## src/rtl/noc_local_ni_if.sv

```systemverilog
// noc_local_ni_if: bundle of every handshake/data signal between the local network
// interface, its processing core and the router L port.
//   Injection (core -> NI):   inj_valid, inj_ready, inj_dst_x, inj_dst_y, inj_data
//   Transmit  (NI -> router): tx_flit, tx_valid, tx_ready
//   Receive   (router -> NI): rx_flit, rx_valid, rx_ready
//   Ejection  (NI -> core):   ej_valid, ej_ready, ej_src_x, ej_src_y, ej_seq, ej_data
//   Status:                   err (one-cycle error pulse)
// Modport slave is the NI side; modport master is the core/router side.
interface noc_local_ni_if #(
   parameter int unsigned DATA_W        = 32,
   parameter int unsigned PAYLOAD_FLITS = 2
);
   localparam int unsigned FLIT_W = DATA_W + 2;
   localparam int unsigned PAY_W  = PAYLOAD_FLITS * DATA_W;

   logic              inj_valid;
   logic              inj_ready;
   logic [1:0]        inj_dst_x;
   logic [1:0]        inj_dst_y;
   logic [PAY_W-1:0]  inj_data;
   logic [FLIT_W-1:0] tx_flit;
   logic              tx_valid;
   logic              tx_ready;
   logic [FLIT_W-1:0] rx_flit;
   logic              rx_valid;
   logic              rx_ready;
   logic              ej_valid;
   logic              ej_ready;
   logic [1:0]        ej_src_x;
   logic [1:0]        ej_src_y;
   logic [7:0]        ej_seq;
   logic [PAY_W-1:0]  ej_data;
   logic              err;

   modport slave (
      input  inj_valid, inj_dst_x, inj_dst_y, inj_data, tx_ready, rx_flit, rx_valid, ej_ready,
      output inj_ready, tx_flit, tx_valid, rx_ready, ej_valid, ej_src_x, ej_src_y, ej_seq,
             ej_data, err
   );

   modport master (
      output inj_valid, inj_dst_x, inj_dst_y, inj_data, tx_ready, rx_flit, rx_valid, ej_ready,
      input  inj_ready, tx_flit, tx_valid, rx_ready, ej_valid, ej_src_x, ej_src_y, ej_seq,
             ej_data, err
   );
endinterface

```

## src/rtl/noc_local_ni.sv

```systemverilog
// noc_local_ni: network interface on the local port of a mesh node.
// Injection serialises one core message into a head flit plus PAYLOAD_FLITS body flits
// (last one typed tail). Ejection checks the destination of incoming packets, reassembles
// the payload and holds it for the core under valid/ready.
// Ports:
//   clk  - clock
//   rst  - synchronous active-high reset
//   bus  - noc_local_ni_if.slave: inj_* (core in), tx_* (router in), rx_* (router out),
//          ej_* (core out), err (registered one-cycle error pulse)
module noc_local_ni #(
   parameter int unsigned XCOORD        = 0,
   parameter int unsigned YCOORD        = 0,
   parameter int unsigned DATA_W        = 32,
   parameter int unsigned PAYLOAD_FLITS = 2,
   parameter int unsigned FLIT_W        = DATA_W + 2
) (
   input logic           clk,
   input logic           rst,
   noc_local_ni_if.slave bus
);

   localparam int unsigned PayW    = PAYLOAD_FLITS * DATA_W;
   localparam int unsigned CntW    = (PAYLOAD_FLITS > 1) ? $clog2(PAYLOAD_FLITS) : 1;
   localparam logic [CntW-1:0] LastCnt = CntW'(PAYLOAD_FLITS - 1);
   localparam logic [1:0] TypeHead = 2'b10;
   localparam logic [1:0] TypeBody = 2'b00;
   localparam logic [1:0] TypeTail = 2'b01;
   localparam logic [1:0] OwnX     = 2'(XCOORD);
   localparam logic [1:0] OwnY     = 2'(YCOORD);

   // ---------------------------------------------------------------- injection / TX
   typedef enum logic [1:0] {TxIdle, TxHead, TxBody} tx_state_e;

   tx_state_e         tx_state_q, tx_state_d;
   logic [1:0]        tx_dst_x_q, tx_dst_x_d;
   logic [1:0]        tx_dst_y_q, tx_dst_y_d;
   logic [PayW-1:0]   tx_data_q, tx_data_d;
   logic [CntW-1:0]   tx_cnt_q, tx_cnt_d;
   logic [7:0]        tx_seq_q, tx_seq_d;
   logic [DATA_W-1:0] tx_word;
   logic [DATA_W-1:0] tx_head;
   logic [FLIT_W-1:0] tx_flit;
   logic              tx_valid;

   always_ff @(posedge clk) begin
      if (rst) begin
         tx_state_q <= TxIdle;
         tx_dst_x_q <= '0;
         tx_dst_y_q <= '0;
         tx_data_q  <= '0;
         tx_cnt_q   <= '0;
         tx_seq_q   <= '0;
      end else begin
         tx_state_q <= tx_state_d;
         tx_dst_x_q <= tx_dst_x_d;
         tx_dst_y_q <= tx_dst_y_d;
         tx_data_q  <= tx_data_d;
         tx_cnt_q   <= tx_cnt_d;
         tx_seq_q   <= tx_seq_d;
      end
   end

   // Flit contents derive only from registers, so they stay stable while stalled.
   always_comb begin
      tx_state_d = tx_state_q;
      tx_dst_x_d = tx_dst_x_q;
      tx_dst_y_d = tx_dst_y_q;
      tx_data_d  = tx_data_q;
      tx_cnt_d   = tx_cnt_q;
      tx_seq_d   = tx_seq_q;
      tx_valid   = 1'b0;
      tx_flit    = '0;
      tx_word    = tx_data_q[int'(tx_cnt_q) * DATA_W +: DATA_W];
      tx_head    = '0;
      tx_head[15:0] = {tx_dst_x_q, tx_dst_y_q, OwnX, OwnY, tx_seq_q};
      unique case (tx_state_q)
         TxIdle: begin
            if (bus.inj_valid) begin
               tx_dst_x_d = bus.inj_dst_x;
               tx_dst_y_d = bus.inj_dst_y;
               tx_data_d  = bus.inj_data;
               tx_state_d = TxHead;
            end
         end
         TxHead: begin
            tx_valid = 1'b1;
            tx_flit  = {TypeHead, tx_head};
            if (bus.tx_ready) begin
               tx_cnt_d   = '0;
               tx_state_d = TxBody;
            end
         end
         TxBody: begin
            tx_valid = 1'b1;
            tx_flit  = {(tx_cnt_q == LastCnt) ? TypeTail : TypeBody, tx_word};
            if (bus.tx_ready) begin
               if (tx_cnt_q == LastCnt) begin
                  tx_seq_d   = tx_seq_q + 8'd1;
                  tx_state_d = TxIdle;
               end else begin
                  tx_cnt_d = tx_cnt_q + CntW'(1);
               end
            end
         end
         default: tx_state_d = TxIdle;
      endcase
   end

   assign bus.inj_ready = (tx_state_q == TxIdle);
   assign bus.tx_valid  = tx_valid;
   assign bus.tx_flit   = tx_flit;

   // ---------------------------------------------------------------- ejection / RX
   typedef enum logic [1:0] {RxHead, RxBody, RxHold, RxDrop} rx_state_e;

   rx_state_e         rx_state_q, rx_state_d;
   logic [CntW-1:0]   rx_cnt_q, rx_cnt_d;
   logic [1:0]        src_x_q, src_x_d;
   logic [1:0]        src_y_q, src_y_d;
   logic [7:0]        seq_q, seq_d;
   logic [PayW-1:0]   rx_data_q, rx_data_d;
   logic              err_q, err_d;
   logic              rx_ready;
   logic              rx_hs;
   logic [1:0]        rx_type;
   logic [DATA_W-1:0] rx_word;

   assign rx_ready = (rx_state_q != RxHold);
   assign rx_hs    = bus.rx_valid && rx_ready;
   assign rx_type  = bus.rx_flit[FLIT_W-1 -: 2];
   assign rx_word  = bus.rx_flit[DATA_W-1:0];

   always_ff @(posedge clk) begin
      if (rst) begin
         rx_state_q <= RxHead;
         rx_cnt_q   <= '0;
         src_x_q    <= '0;
         src_y_q    <= '0;
         seq_q      <= '0;
         rx_data_q  <= '0;
         err_q      <= 1'b0;
      end else begin
         rx_state_q <= rx_state_d;
         rx_cnt_q   <= rx_cnt_d;
         src_x_q    <= src_x_d;
         src_y_q    <= src_y_d;
         seq_q      <= seq_d;
         rx_data_q  <= rx_data_d;
         err_q      <= err_d;
      end
   end

   always_comb begin
      rx_state_d = rx_state_q;
      rx_cnt_d   = rx_cnt_q;
      src_x_d    = src_x_q;
      src_y_d    = src_y_q;
      seq_d      = seq_q;
      rx_data_d  = rx_data_q;
      err_d      = 1'b0;
      unique case (rx_state_q)
         RxHead: begin
            if (rx_hs) begin
               if (rx_type == TypeHead) begin
                  if (rx_word[15:14] == OwnX && rx_word[13:12] == OwnY) begin
                     src_x_d    = rx_word[11:10];
                     src_y_d    = rx_word[9:8];
                     seq_d      = rx_word[7:0];
                     rx_cnt_d   = '0;
                     rx_state_d = RxBody;
                  end else begin
                     err_d      = 1'b1;
                     rx_state_d = RxDrop;
                  end
               end else begin
                  // Orphan body/tail: flag and discard, stay waiting for a head.
                  err_d = 1'b1;
               end
            end
         end
         RxBody: begin
            if (rx_hs) begin
               if (rx_type == TypeTail) begin
                  if (rx_cnt_q == LastCnt) begin
                     rx_data_d[int'(rx_cnt_q) * DATA_W +: DATA_W] = rx_word;
                     rx_state_d = RxHold;
                  end else begin
                     err_d      = 1'b1;
                     rx_state_d = RxHead;
                  end
               end else if (rx_type == TypeBody && rx_cnt_q != LastCnt) begin
                  rx_data_d[int'(rx_cnt_q) * DATA_W +: DATA_W] = rx_word;
                  rx_cnt_d = rx_cnt_q + CntW'(1);
               end else begin
                  // Overlength body, unexpected head or undefined type: drop the rest.
                  err_d      = 1'b1;
                  rx_state_d = RxDrop;
               end
            end
         end
         RxHold: begin
            if (bus.ej_ready) rx_state_d = RxHead;
         end
         RxDrop: begin
            if (rx_hs && rx_type == TypeTail) rx_state_d = RxHead;
         end
         default: rx_state_d = RxHead;
      endcase
   end

   assign bus.rx_ready = rx_ready;
   assign bus.ej_valid = (rx_state_q == RxHold);
   assign bus.ej_src_x = src_x_q;
   assign bus.ej_src_y = src_y_q;
   assign bus.ej_seq   = seq_q;
   assign bus.ej_data  = rx_data_q;
   assign bus.err      = err_q;

endmodule

```

## src/flat_wrapper.sv

```systemverilog
// flat-port wrapper written by rule: the top's interface ports become plain ports
module noc_local_ni_flat 
#(
   parameter int unsigned XCOORD        = 0,
   parameter int unsigned YCOORD        = 0,
   parameter int unsigned DATA_W        = 32,
   parameter int unsigned PAYLOAD_FLITS = 2,
   parameter int unsigned FLIT_W        = DATA_W + 2
)
  (clk, rst, bus_inj_valid, bus_inj_dst_x, bus_inj_dst_y, bus_inj_data, bus_tx_ready, bus_rx_flit, bus_rx_valid, bus_ej_ready, bus_inj_ready, bus_tx_flit, bus_tx_valid, bus_rx_ready, bus_ej_valid, bus_ej_src_x, bus_ej_src_y, bus_ej_seq, bus_ej_data, bus_err);
  noc_local_ni_if #(.DATA_W(DATA_W), .PAYLOAD_FLITS(PAYLOAD_FLITS)) bus_i ();
  input logic clk;
  input logic rst;
  input wire logic [$bits(bus_i.inj_valid)-1:0] bus_inj_valid;
  input wire logic [$bits(bus_i.inj_dst_x)-1:0] bus_inj_dst_x;
  input wire logic [$bits(bus_i.inj_dst_y)-1:0] bus_inj_dst_y;
  input wire logic [$bits(bus_i.inj_data)-1:0] bus_inj_data;
  input wire logic [$bits(bus_i.tx_ready)-1:0] bus_tx_ready;
  input wire logic [$bits(bus_i.rx_flit)-1:0] bus_rx_flit;
  input wire logic [$bits(bus_i.rx_valid)-1:0] bus_rx_valid;
  input wire logic [$bits(bus_i.ej_ready)-1:0] bus_ej_ready;
  output wire logic [$bits(bus_i.inj_ready)-1:0] bus_inj_ready;
  output wire logic [$bits(bus_i.tx_flit)-1:0] bus_tx_flit;
  output wire logic [$bits(bus_i.tx_valid)-1:0] bus_tx_valid;
  output wire logic [$bits(bus_i.rx_ready)-1:0] bus_rx_ready;
  output wire logic [$bits(bus_i.ej_valid)-1:0] bus_ej_valid;
  output wire logic [$bits(bus_i.ej_src_x)-1:0] bus_ej_src_x;
  output wire logic [$bits(bus_i.ej_src_y)-1:0] bus_ej_src_y;
  output wire logic [$bits(bus_i.ej_seq)-1:0] bus_ej_seq;
  output wire logic [$bits(bus_i.ej_data)-1:0] bus_ej_data;
  output wire logic [$bits(bus_i.err)-1:0] bus_err;
  assign bus_i.inj_valid = bus_inj_valid;
  assign bus_i.inj_dst_x = bus_inj_dst_x;
  assign bus_i.inj_dst_y = bus_inj_dst_y;
  assign bus_i.inj_data = bus_inj_data;
  assign bus_i.tx_ready = bus_tx_ready;
  assign bus_i.rx_flit = bus_rx_flit;
  assign bus_i.rx_valid = bus_rx_valid;
  assign bus_i.ej_ready = bus_ej_ready;
  assign bus_inj_ready = bus_i.inj_ready;
  assign bus_tx_flit = bus_i.tx_flit;
  assign bus_tx_valid = bus_i.tx_valid;
  assign bus_rx_ready = bus_i.rx_ready;
  assign bus_ej_valid = bus_i.ej_valid;
  assign bus_ej_src_x = bus_i.ej_src_x;
  assign bus_ej_src_y = bus_i.ej_src_y;
  assign bus_ej_seq = bus_i.ej_seq;
  assign bus_ej_data = bus_i.ej_data;
  assign bus_err = bus_i.err;
  noc_local_ni #(.XCOORD(XCOORD), .YCOORD(YCOORD), .DATA_W(DATA_W), .PAYLOAD_FLITS(PAYLOAD_FLITS), .FLIT_W(FLIT_W)) u_core (.clk(clk), .rst(rst), .bus(bus_i));
endmodule
```

## config.mk

```make
export PLATFORM = sky130hd
export DESIGN_NAME = noc_local_ni_flat
export DESIGN_NICKNAME = d
export VERILOG_FILES = /design/src/rtl/noc_local_ni_if.sv /design/src/rtl/noc_local_ni.sv /design/src/flat_wrapper.sv
export SDC_FILE = /design/constraint.sdc
export NUM_CORES = 1
export LEC_CHECK = 0
export CAP_MARGIN = 5
export CELL_PAD_IN_SITES_DETAIL_PLACEMENT = 1
export CELL_PAD_IN_SITES_GLOBAL_PLACEMENT = 2
export CORE_MARGIN = 1
export CORE_UTILIZATION = 29
export CTS_BUF_LIST = sky130_fd_sc_hd__clkbuf_8
export DETAILED_ROUTE_END_ITERATION = 8
export PLACE_DENSITY = 0.95
export SYNTH_ARGS = -nofsm -noshare
export SYNTH_HDL_FRONTEND = slang
export SYNTH_SLANG_ARGS = --single-unit
```

## constraint.sdc

```tcl
create_clock -name clk -period 2.8 [get_ports clk]
set_clock_uncertainty 0.1 [all_clocks]
set_input_delay 0.56 -clock clk [delete_from_list [all_inputs] [get_ports clk]]
set_output_delay 0.56 -clock clk [all_outputs]
set_load 0.05 [all_outputs]
```

==> qor.yml <==
status:
  status: "finished, final reports clean"
worst_setup_path:
  path_buf_inv: 1
  startpoint_type: "flop"
  critical_path_arrival_ns: 1.99
  cpLargestDelayFamily: "flip-flops"
  crit_slowest_cell: "dfxtp_2"
  ff2ff_path_depth: 6
  cp-end-kind: "output pin"
  r2r_start: "u_core.tx_state_q[0]"
  timing.rr.end: "u_core.tx_seq_q[7]"
  worstSetupPathType: "reg2out"
  cp_max_fo: 20
  cp_slowest_stage_delay_ns: 0.67
  worstPathRequired_ns: 2.14
  crit_chain: "mux2_2 -> a22oi_1 -> nor2b_1 -> buf_4"
  r2r_slack_ns: 0.67
placement:
  gp_congestion: 0.728
  post-place-cells: 1317
  port_buffers: 222
  hpwl_mm: 15.6
  post-place-ws_ns: 0.233
  place_area_um2: 9510
clocking:
  h-tree-depth: 4
  cts_root_buf: "clkbuf_8"
  cts_num_sinks: 159
  cts_buffer_depth: 2
  post_cts_buffers: 0
  cts_tree: "yes"
  clk_pin_slew_ns: 0.08
  clk-insertion-delay-late_ns: 0.45
  cts-buffers-inserted: 17
global_routing:
  track_usage_pct: 19.1
  grt_pass1_vias: 6746
  grt_pass1_wl_mm: 36.3
  antenna_found_initial: 0
  overflow: 0
  grt_max_degree: 80
timing:
  slew_headroom_pct: 61.0
  slew_viol_final: 0
  finalHoldViolCount: 0
  holdWs_ns: 0.358
  worst_pin_slew_ns: 0.583
  setup_viol: 0
  timing.setup.tns_ns: 0
  fmaxAchievable_mhz: 377
  rsz0062_at_grt: "no"
  fin_ws_ns: 0.146
  layout_min_cycle_time_ns: 2.65
  period_share_pct: 94.8
detailed_routing:
  drtIter0Drc: 315
  wl_per_cell_um: 17.0
  totalWireLength_mm: 23.0
  drt_pass1_iterations: 4
  vias: 6646
  avgViaCountPerCell: 4.93
  ant_nets: 0
  drc_errors: 0
yosys:
  synth_edf_count: 0
  muxShareOfSynthArea_pct: 6.87
  synth_ff_type: "dfxtp_1"
  yosysTopAreaCell: "dfxtp_1"
  synth-seq-cells: 159
  syn-instance-count: 835
  synth_nets: 948
  synthArstFlopShare_pct: 0
  synth_area_per_cell_um2: 8.11
  yosysTopAreaCellShare_pct: 47.0
  synth-simple-area-share_pct: 21.3
  synth-adder-area-share_pct: 0.924
  synth_cell_type_count: 44
  ys_warn_count: 0
  synth_compound_area_share_pct: 18.5
  yosys-top-cells-area: "dfxtp_1, a21oi_1, nand2_1, nand3_1, mux2i_1"
  netlist_area_um2: 6770
  synth_top_family_by_area: "simple AND/OR/NAND/NOR gates"
  synth_most_common_cell: "dfxtp_1"
  netlist_top_cells_count: "dfxtp_1, nand2_1, a21oi_1, nand3_1, o21ai_0"
  synthXorXnorAreaFrac_pct: 0.388
  yosysSeqAreaShare_pct: 47.0
cells_and_area:
  area_growth_pct: 46.3
  postLayoutCoreUtil_pct: 43.5
  final_cells: 1349
  diodes: 0
  fin_area_um2: 9910
  drive_gt1_share_pct: 10.9
  fin_nets: 1136
pwr:
  peakVddDrop_v: 0.000252
  leakage_nw: 3.35
  power_density_nw_per_um2: 515
  finalPower_mw: 5.10
die:
  start_util_pct: 29.7
  core_area_um2: 22800
  design.portCount: 223
  fp-row-count: 55
  dieArea_um2: 24000
  die_h_um: 155
  die_w_um: 155
hold_path:
  min_path_type: "reg2reg"
  min_to: "u_core.tx_data_q[45]"
  hold_depth: 2
  worstHoldStart: "u_core.tx_data_q[45]"
job:
  cap_violations: 0
[how the worst max path moves through the flow]
stage	start	end	slack [ns]	depth (start not counted)
floorplan	u_core.tx_state_q[0]	bus_tx_flit[10]	0.13	5
global placement	bus_rx_flit[15]	u_core.bus.ej_seq[0]	0.28	5
detailed placement	bus_rx_flit[15]	u_core.bus.ej_src_x[0]	0.23	5
CTS	u_core.tx_state_q[0]	bus_tx_valid	0.04	3
global route	u_core.tx_cnt_q	bus_tx_flit[5]	0.007	4
finish	u_core.tx_cnt_q	bus_tx_flit[15]	0.15	4
[where the power goes]
part	internal [mW]	switching (mW)	total (mW)	leakage (nW)
sequential	2.37	0.0615	2.43	1.29
combinational	0.378	0.511	0.890	1.85
clock	0.809	0.968	1.78	0.206
total	3.56	1.54	5.10	3.35
[worst register-to-register path, cell delays in order, from the launching register on]
cell and delay (ns):
dfxtp_1 0.33, inv_1 0.12, ha_1 0.19, buf_4 0.25, nand3_1 0.34, or4_1 0.61, a21oi_1 0.14
[routing by layer]
layer  share of wire (%)  vias up  GRT usage, %
met1                  45     3196          23.4
met2                  46      198          31.7
met5                   0        -             0
met4                 1.3        0          5.33
met3                 8.2       18          6.56
li1                    -     3234             -
[cell type report]
class / instances / area [um^2]
fill: 2706 / 12900
multi-input combinational: 592 / 3280
sequential: 159 / 3180
timing repair buffer: 246 / 2630
tap: 313 / 392
clock buffer: 17 / 234
clock inverter: 15 / 161
inverter: 7 / 26.3
[cell families after synthesis]
family | after synthesis
adders and majority gates | 5
muxes | 45
buffers and inverters | 84
AOI/OAI and AO/OA | 234
xor gates and xnor gates | 3
and+or+nand+nor | 305
DFF | 159
[cells in the final DEF, fill, tap and decap left out, types with 3 or more instances in the layout]
cell | Yosys | routed
inv_6 | 0 | 3
nand2b_1 | 29 | 29
clkdlybuf4s50_1 | 0 | 185
ha_1 | 5 | 5
dfxtp_1 | 159 | 158
or4_1 | 3 | 3
buf_12 | 0 | 25
nand2_1 | 142 | 141
clkinv_2 | 0 | 3
nor2_1 | 27 | 26
inv_1 | 7 | 8
or3_1 | 3 | 3
clkbuf_8 | 0 | 17
nand3_1 | 68 | 68
mux2i_1 | 33 | 33
o21ai_0 | 66 | 66
mux2_2 | 12 | 12
a22oi_1 | 14 | 14
o31ai_1 | 5 | 5
a21oi_1 | 140 | 140
buf_4 | 2 | 33
nor2b_1 | 16 | 16
clkinv_4 | 0 | 3
[flip-flops by register name, indices dropped and copies added (netlist names), 8 cells and up]
register / count
u_core.tx_seq_q: 8
u_core.bus.ej_data: 64
u_core.tx_data_q: 64
u_core.bus.ej_seq: 8
[timing repair]
item / 4_1_cts / 5_1_grt
pin swaps: 0 / 0
hold buffers: 0 / 0
gates cloned: 0 / 0
resized for setup: 1 / 2
endpoints found under the setup margin: 1 / 2
(Power assumes the default switching activity.)
